### config.mk
export PLATFORM = sky130hd
export DESIGN_NAME = fp4_complex_quantizer
export DESIGN_NICKNAME = d
export VERILOG_FILES = /design/src/rtl/fp4_pkg.sv /design/src/rtl/fp4_quantize.sv /design/src/rtl/fp4_complex_quantizer.sv
export SDC_FILE = /design/constraint.sdc
export NUM_CORES = 1
export LEC_CHECK = 0
export CORE_MARGIN = 2
export CORE_UTILIZATION = 42
export DETAILED_ROUTE_END_ITERATION = 10
export GPL_TIMING_DRIVEN = 0
export PLACE_DENSITY_LB_ADDON = 0.3
export SLEW_MARGIN = 20
export SYNTH_ARGS = -nofsm -noshare
export SYNTH_HDL_FRONTEND = slang
export SYNTH_SLANG_ARGS = --single-unit
### constraint.sdc
create_clock -name clk -period 2.3 [get_ports clk]
set_input_delay 0.46 -clock clk [delete_from_list [all_inputs] [get_ports clk]]
set_output_delay 0.46 -clock clk [all_outputs]
set_load 0.02 [all_outputs]
### src/rtl/fp4_pkg.sv
// Shared FP4 encoding constants, quantization thresholds (in quarter units of the
// input magnitude) and the packed complex FP4 word type.
package fp4_pkg;

    localparam int FRAC       = 2;
    localparam int FP4_EXP_W  = 2;
    localparam int FP4_MANT_W = 1;
    localparam int FP4_W      = 1 + FP4_EXP_W + FP4_MANT_W;

    localparam logic [FP4_W-1:0] FP4_ZERO = 4'b0000;
    localparam logic [FP4_W-1:0] FP4_MAX  = 4'b0110;
    localparam logic [FP4_W-1:0] FP4_INF  = 4'b0111;

    // Round-to-nearest, ties-to-even boundaries on the shifted magnitude q.
    localparam int unsigned Q_ZERO_MAX  = 1;
    localparam int unsigned Q_ONE_MAX   = 5;
    localparam int unsigned Q_ONEHALF   = 6;
    localparam int unsigned Q_TWO_MAX   = 10;
    localparam int unsigned Q_THREE_MAX = 13;
    localparam int unsigned Q_SAT_GT    = 4 << FRAC;

    typedef logic [FP4_W-1:0] fp4_t;

    typedef struct packed {
        fp4_t re;
        fp4_t im;
    } fp4_cplx_t;

endpackage

### src/rtl/fp4_quantize.sv
// One combinational quantizer lane: sign + shifted magnitude (quarter units) to FP4,
// with clip and flush-to-zero indications.
module fp4_quantize
    import fp4_pkg::*;
#(
    parameter int MAG_W = 9
) (
    input  logic             comp_sign,
    input  logic [MAG_W-1:0] mag,
    output fp4_t             fp4,
    output logic             sat,
    output logic             uflow
);

    // Exponent/mantissa bits only; sign is attached by the caller.
    function automatic logic [2:0] round_code(input logic [31:0] q);
        if (q <= Q_ZERO_MAX)       return FP4_ZERO[2:0];
        else if (q <= Q_ONE_MAX)   return 3'b010;
        else if (q == Q_ONEHALF)   return 3'b011;
        else if (q <= Q_TWO_MAX)   return 3'b100;
        else if (q <= Q_THREE_MAX) return 3'b101;
        else                       return FP4_MAX[2:0];
    endfunction

    logic [31:0] q32;
    logic [2:0]  code;

    always_comb begin
        q32   = 32'(mag);
        code  = round_code(q32);
        // No negative zero: a flushed value always encodes as all zeros.
        fp4   = (code == FP4_ZERO[2:0]) ? FP4_ZERO : {comp_sign, code};
        sat   = (q32 > Q_SAT_GT);
        uflow = (q32 != 32'd0) && (code == FP4_ZERO[2:0]);
    end

    always_comb assert (fp4[2:0] != FP4_INF[2:0]);

endmodule

### src/rtl/fp4_complex_quantizer.sv
// Two-stage valid/ready encoder from signed Q(IN_W-2).2 complex samples to packed
// complex FP4, with per-sample right shift and saturating clip/flush counters.
module fp4_complex_quantizer
    import fp4_pkg::*;
#(
    parameter int IN_W  = 8,
    parameter int CNT_W = 16
) (
    input  logic                   clk,
    input  logic                   rst_n,
    input  logic                   in_valid,
    output logic                   in_ready,
    input  logic signed [IN_W-1:0] in_re,
    input  logic signed [IN_W-1:0] in_im,
    input  logic [2:0]             in_shift,
    output logic                   out_valid,
    input  logic                   out_ready,
    output logic [7:0]             out_data,
    output logic [1:0]             out_sat,
    output logic [1:0]             out_uflow,
    input  logic                   clr_stats,
    output logic [CNT_W-1:0]       sat_count,
    output logic [CNT_W-1:0]       uflow_count
);

    localparam int MAG_W = IN_W + 1;

    // One extra bit so that the most-negative input has an exact magnitude.
    function automatic logic [MAG_W-1:0] abs_mag(input logic signed [IN_W-1:0] x);
        logic [MAG_W-1:0] ext;
        ext = {x[IN_W-1], x};
        return x[IN_W-1] ? (~ext + MAG_W'(1)) : ext;
    endfunction

    function automatic logic [CNT_W-1:0] sat_add(input logic [CNT_W-1:0] cnt,
                                                 input logic [1:0]       inc);
        logic [CNT_W:0] sum;
        sum = {1'b0, cnt} + {{(CNT_W-1){1'b0}}, inc};
        return sum[CNT_W] ? '1 : sum[CNT_W-1:0];
    endfunction

    function automatic logic [1:0] popcount2(input logic [1:0] v);
        return {1'b0, v[1]} + {1'b0, v[0]};
    endfunction

    logic             s2_ready;
    logic             load_p1;
    logic             load_p2;
    logic             out_fire;

    logic             vld_p1;
    logic             sign_re_p1;
    logic             sign_im_p1;
    logic [MAG_W-1:0] mag_re_p1;
    logic [MAG_W-1:0] mag_im_p1;
    logic [2:0]       shift_p1;
    logic [MAG_W-1:0] q_re_p1;
    logic [MAG_W-1:0] q_im_p1;

    fp4_t             fp4_re;
    fp4_t             fp4_im;
    logic             sat_re;
    logic             sat_im;
    logic             uflow_re;
    logic             uflow_im;

    logic             vld_p2;
    fp4_cplx_t        data_p2;
    logic [1:0]       sat_p2;
    logic [1:0]       uflow_p2;
    logic [CNT_W-1:0] sat_cnt;
    logic [CNT_W-1:0] uflow_cnt;

    assign s2_ready = !vld_p2 || out_ready;
    assign in_ready = !vld_p1 || s2_ready;
    assign load_p1  = in_valid && in_ready;
    assign load_p2  = vld_p1 && s2_ready;
    assign out_fire = vld_p2 && out_ready;

    // Stage 1: sign, magnitude and shift amount
    always_ff @(posedge clk or negedge rst_n) begin
        if (!rst_n) begin
            vld_p1 <= 1'b0;
        end else if (in_ready) begin
            vld_p1 <= in_valid;
        end
    end

    always_ff @(posedge clk) begin
        if (load_p1) begin
            sign_re_p1 <= in_re[IN_W-1];
            sign_im_p1 <= in_im[IN_W-1];
            mag_re_p1  <= abs_mag(in_re);
            mag_im_p1  <= abs_mag(in_im);
            shift_p1   <= in_shift;
        end
    end

    // Stage 2: shift, quantize, hold for the consumer
    assign q_re_p1 = mag_re_p1 >> shift_p1;
    assign q_im_p1 = mag_im_p1 >> shift_p1;

    fp4_quantize #(.MAG_W(MAG_W)) u_quant_re (
        .comp_sign (sign_re_p1),
        .mag       (q_re_p1),
        .fp4       (fp4_re),
        .sat       (sat_re),
        .uflow     (uflow_re)
    );

    fp4_quantize #(.MAG_W(MAG_W)) u_quant_im (
        .comp_sign (sign_im_p1),
        .mag       (q_im_p1),
        .fp4       (fp4_im),
        .sat       (sat_im),
        .uflow     (uflow_im)
    );

    always_ff @(posedge clk or negedge rst_n) begin
        if (!rst_n) begin
            vld_p2   <= 1'b0;
            data_p2  <= '0;
            sat_p2   <= '0;
            uflow_p2 <= '0;
        end else begin
            if (s2_ready) begin
                vld_p2 <= vld_p1;
            end
            if (load_p2) begin
                data_p2  <= {fp4_re, fp4_im};
                sat_p2   <= {sat_re, sat_im};
                uflow_p2 <= {uflow_re, uflow_im};
            end
        end
    end

    // Statistics count only components that actually leave the block.
    always_ff @(posedge clk or negedge rst_n) begin
        if (!rst_n) begin
            sat_cnt   <= '0;
            uflow_cnt <= '0;
        end else if (clr_stats) begin
            sat_cnt   <= '0;
            uflow_cnt <= '0;
        end else if (out_fire) begin
            sat_cnt   <= sat_add(sat_cnt, popcount2(sat_p2));
            uflow_cnt <= sat_add(uflow_cnt, popcount2(uflow_p2));
        end
    end

    assign out_valid   = vld_p2;
    assign out_data    = data_p2;
    assign out_sat     = sat_p2;
    assign out_uflow   = uflow_p2;
    assign sat_count   = sat_cnt;
    assign uflow_count = uflow_cnt;

endmodule

==> flow_metrics.tcl <==
set metrics [dict create \
    outcome "finished with violations" \
    violations "negative setup slack" \
    syn2layout_area_growth_pct 34.4 \
    dp_hpwl_um 7150 \
    clockBufferDepth 2 \
    slew-limit-headroom_pct 37.5 \
    max_freq_mhz 420 \
    clk_pin_slew_worst_paths_ns 0.08 \
    p_leak_nw 2.21 \
    synth_edf_count 23 \
    cp_max_fo 7 \
    timing.final.ws_setup_ns -0.0823 \
    async_reset_ff_share_pct 66.7 \
    dr.pass1.iters 4 \
    routed_wl_um 10100 \
    finClkSkew_ns 0.00999 \
    hp-class "in -> async" \
    start_util_pct 42.9 \
    cts_num_sinks 69 \
    insertion_delay_ns 0.35 \
    synthCells 431 \
    track_usage_pct 18.5 \
    viasPerCell 5.56 \
    cts_tree "done" \
    io_buffers 68 \
    grt_max_degree 33 \
    io_pins 70 \
    gp_congestion 0.876 \
    drv_slew 0 \
    syn_avg_cell_area_um2 9.68 \
    hold_viol 0 \
    vias 3723 \
    antenna_found_initial 0 \
    ir_drop_mv 0.456 \
    route.detailed.drc 0 \
    synth_top_flop_cell "dfrtp_1" \
    period_needed_ns 2.38 \
    worst-setup-path-type "reg -> reg" \
    synth_seq_cells 69 \
    final_common_cell "clkdlybuf4s50_1" \
    grt_pass1_wl_um 16500 \
    required_ns 2.53 \
    ctsHtreeMaxLevel 3 \
    die_x_um 104 \
    cp-end-kind "flop" \
    tightest_slew_ns 0.937 \
    power_density_nw_per_um2 577 \
    cts_buffers 9 \
    hold_ws_ns 0.0113 \
    ys.warnings.count 0 \
    num_antenna_cells 0 \
    synth.distinct_cells 58 \
    fillers 880 \
    final_cell_mix "clkdlybuf4s50_1 (66), nand2_1 (50), dfrtp_1 (43)" \
    layout-drive-gt1-share_pct 18.6 \
    fin_total_pwr_mw 3.24 \
    drv_cap 0 \
    rows 36 \
    avgRoutedWirePerCell_um 15.0 \
    num-nets-final 562 \
    period_share_pct 104 \
    die_area_um2 10800 \
    cp-start-kind "flop" \
    cts_hold_buffers 0 \
    design.core.area_um2 9730 \
    rsz0062_at_grt "yes" \
    die_h_um 104 \
    ys_seq_area_share_pct 44.1 \
    dp_slack_ns -0.177 \
    cts_root_buf "clkbuf_8" \
    grt_pass1_vias 3502 \
    netlist_area_um2 4170 \
    crit_arrival_ns 2.62 \
    finalSetupViolations 2 \
    drt_iter0_drc 133 \
    detail-route-antenna-nets 0 \
    overflow 0 \
]
[area by class of cell]
type,count,area (µm²),area share [%]
Clock inverter,3,20.0,0.357
Inverter,23,86.3,1.54
Timing Repair Buffer,90,875,15.6
Clock buffer,13,201,3.59
Tap cell,133,166,2.97
Multi-Input combinational cell,322,2310,41.1
Sequential cell,69,1850,32.9
Buffer,17,109,1.94
[final timing paths]
check                           cells past startpoint  slack, ns             to        start
worst max-delay path                                7      -0.08    out_data[2]  shift_p1[0]
worst min-delay path                                1       0.01  sat_count[14]        rst_n
worst max register to register                      7      -0.08    out_data[2]  shift_p1[0]
worst min register to register                      2       0.49    out_data[6]  out_data[6]
max in group asynchronous                           2       1.78   out_uflow[0]        rst_n
min in group clk                                    2       0.49    out_data[6]  out_data[6]
[registers in the layout (all words and copies together) (netlist names), 2 cells and up]
name	flops
sat_count	16
mag_im_p1	9
out_sat	2
out_uflow	2
uflow_count	16
mag_re_p1	9
shift_p1	3
out_data	8
[report_power, final]
group | internal (mW) | switching (mW)
sequential | 1.36 | 0.0662
clock | 0.585 | 0.482
combinational | 0.352 | 0.392
total | 2.30 | 0.940
[logic make-up after synthesis]
kind of cell               Yosys count  synth area share [%]
adders and majority gates            6                  2.16
xor gates and xnor gates            10                  2.10
muxes                               29                  10.5
other                                1                0.0898
DFF                                 69                  44.1
and+or+nand+nor                    176                  21.3
buffers and inverters               41                  4.05
AOI/OAI and AO/OA                   99                  15.7
[worst max-delay path, cell delays in order (launching register included)]
cell and delay, ns:
edfxtp_1 0.34, buf_6 0.13, mux4_2 0.52, or3b_4 0.40, o31ai_4 0.26, nand2_1 0.09
or3_1 0.32, a22o_1 0.20
[per-stage QoR]
step | std cells | cell area [µm²] | util (%) | TNS [ns]
floorplan | 432 | 4200 | - | 0
global placement | 633 | 5040 | 51.9 | -28.47
detailed placement | 634 | 5060 | 52.0 | -3.91
CTS | 659 | 5410 | 55.6 | -0.0399
global route | 670 | 5610 | 57.7 | -0.730
finish | 670 | 5610 | 57.7 | -0.113
[routing by layer]
layer	part of all wire (%)	track usage, %	wire (µm)
met5	0	0	0
met2	52	32.6	5210
met4	1.4	5.12	144
met3	4.6	4.34	458
met1	42	22.7	4240
[timing repair]
action | in CTS | in global routing
buffers inserted | 8 | 12
pin swaps | 0 | 10
gates cloned | 1 | 0
gates resized for setup | 15 | 30
setup endpoints to repair | 23 | 31
[synthesized netlist by cell type (12+ instances only)]
cell / number / area [µm²]
inv_1: 23 / 86.3
a21oi_1: 25 / 125
nor3_1: 17 / 85.1
o21ai_0: 26 / 130
dfrtp_1: 46 / 1150
nand3_1: 20 / 100
nor2_1: 32 / 120
edfxtp_1: 23 / 691
nand2_1: 51 / 191
clkbuf_1: 12 / 45.0
mux2i_1: 15 / 150
No activity file was read; power rests on OpenSTA's default activity.
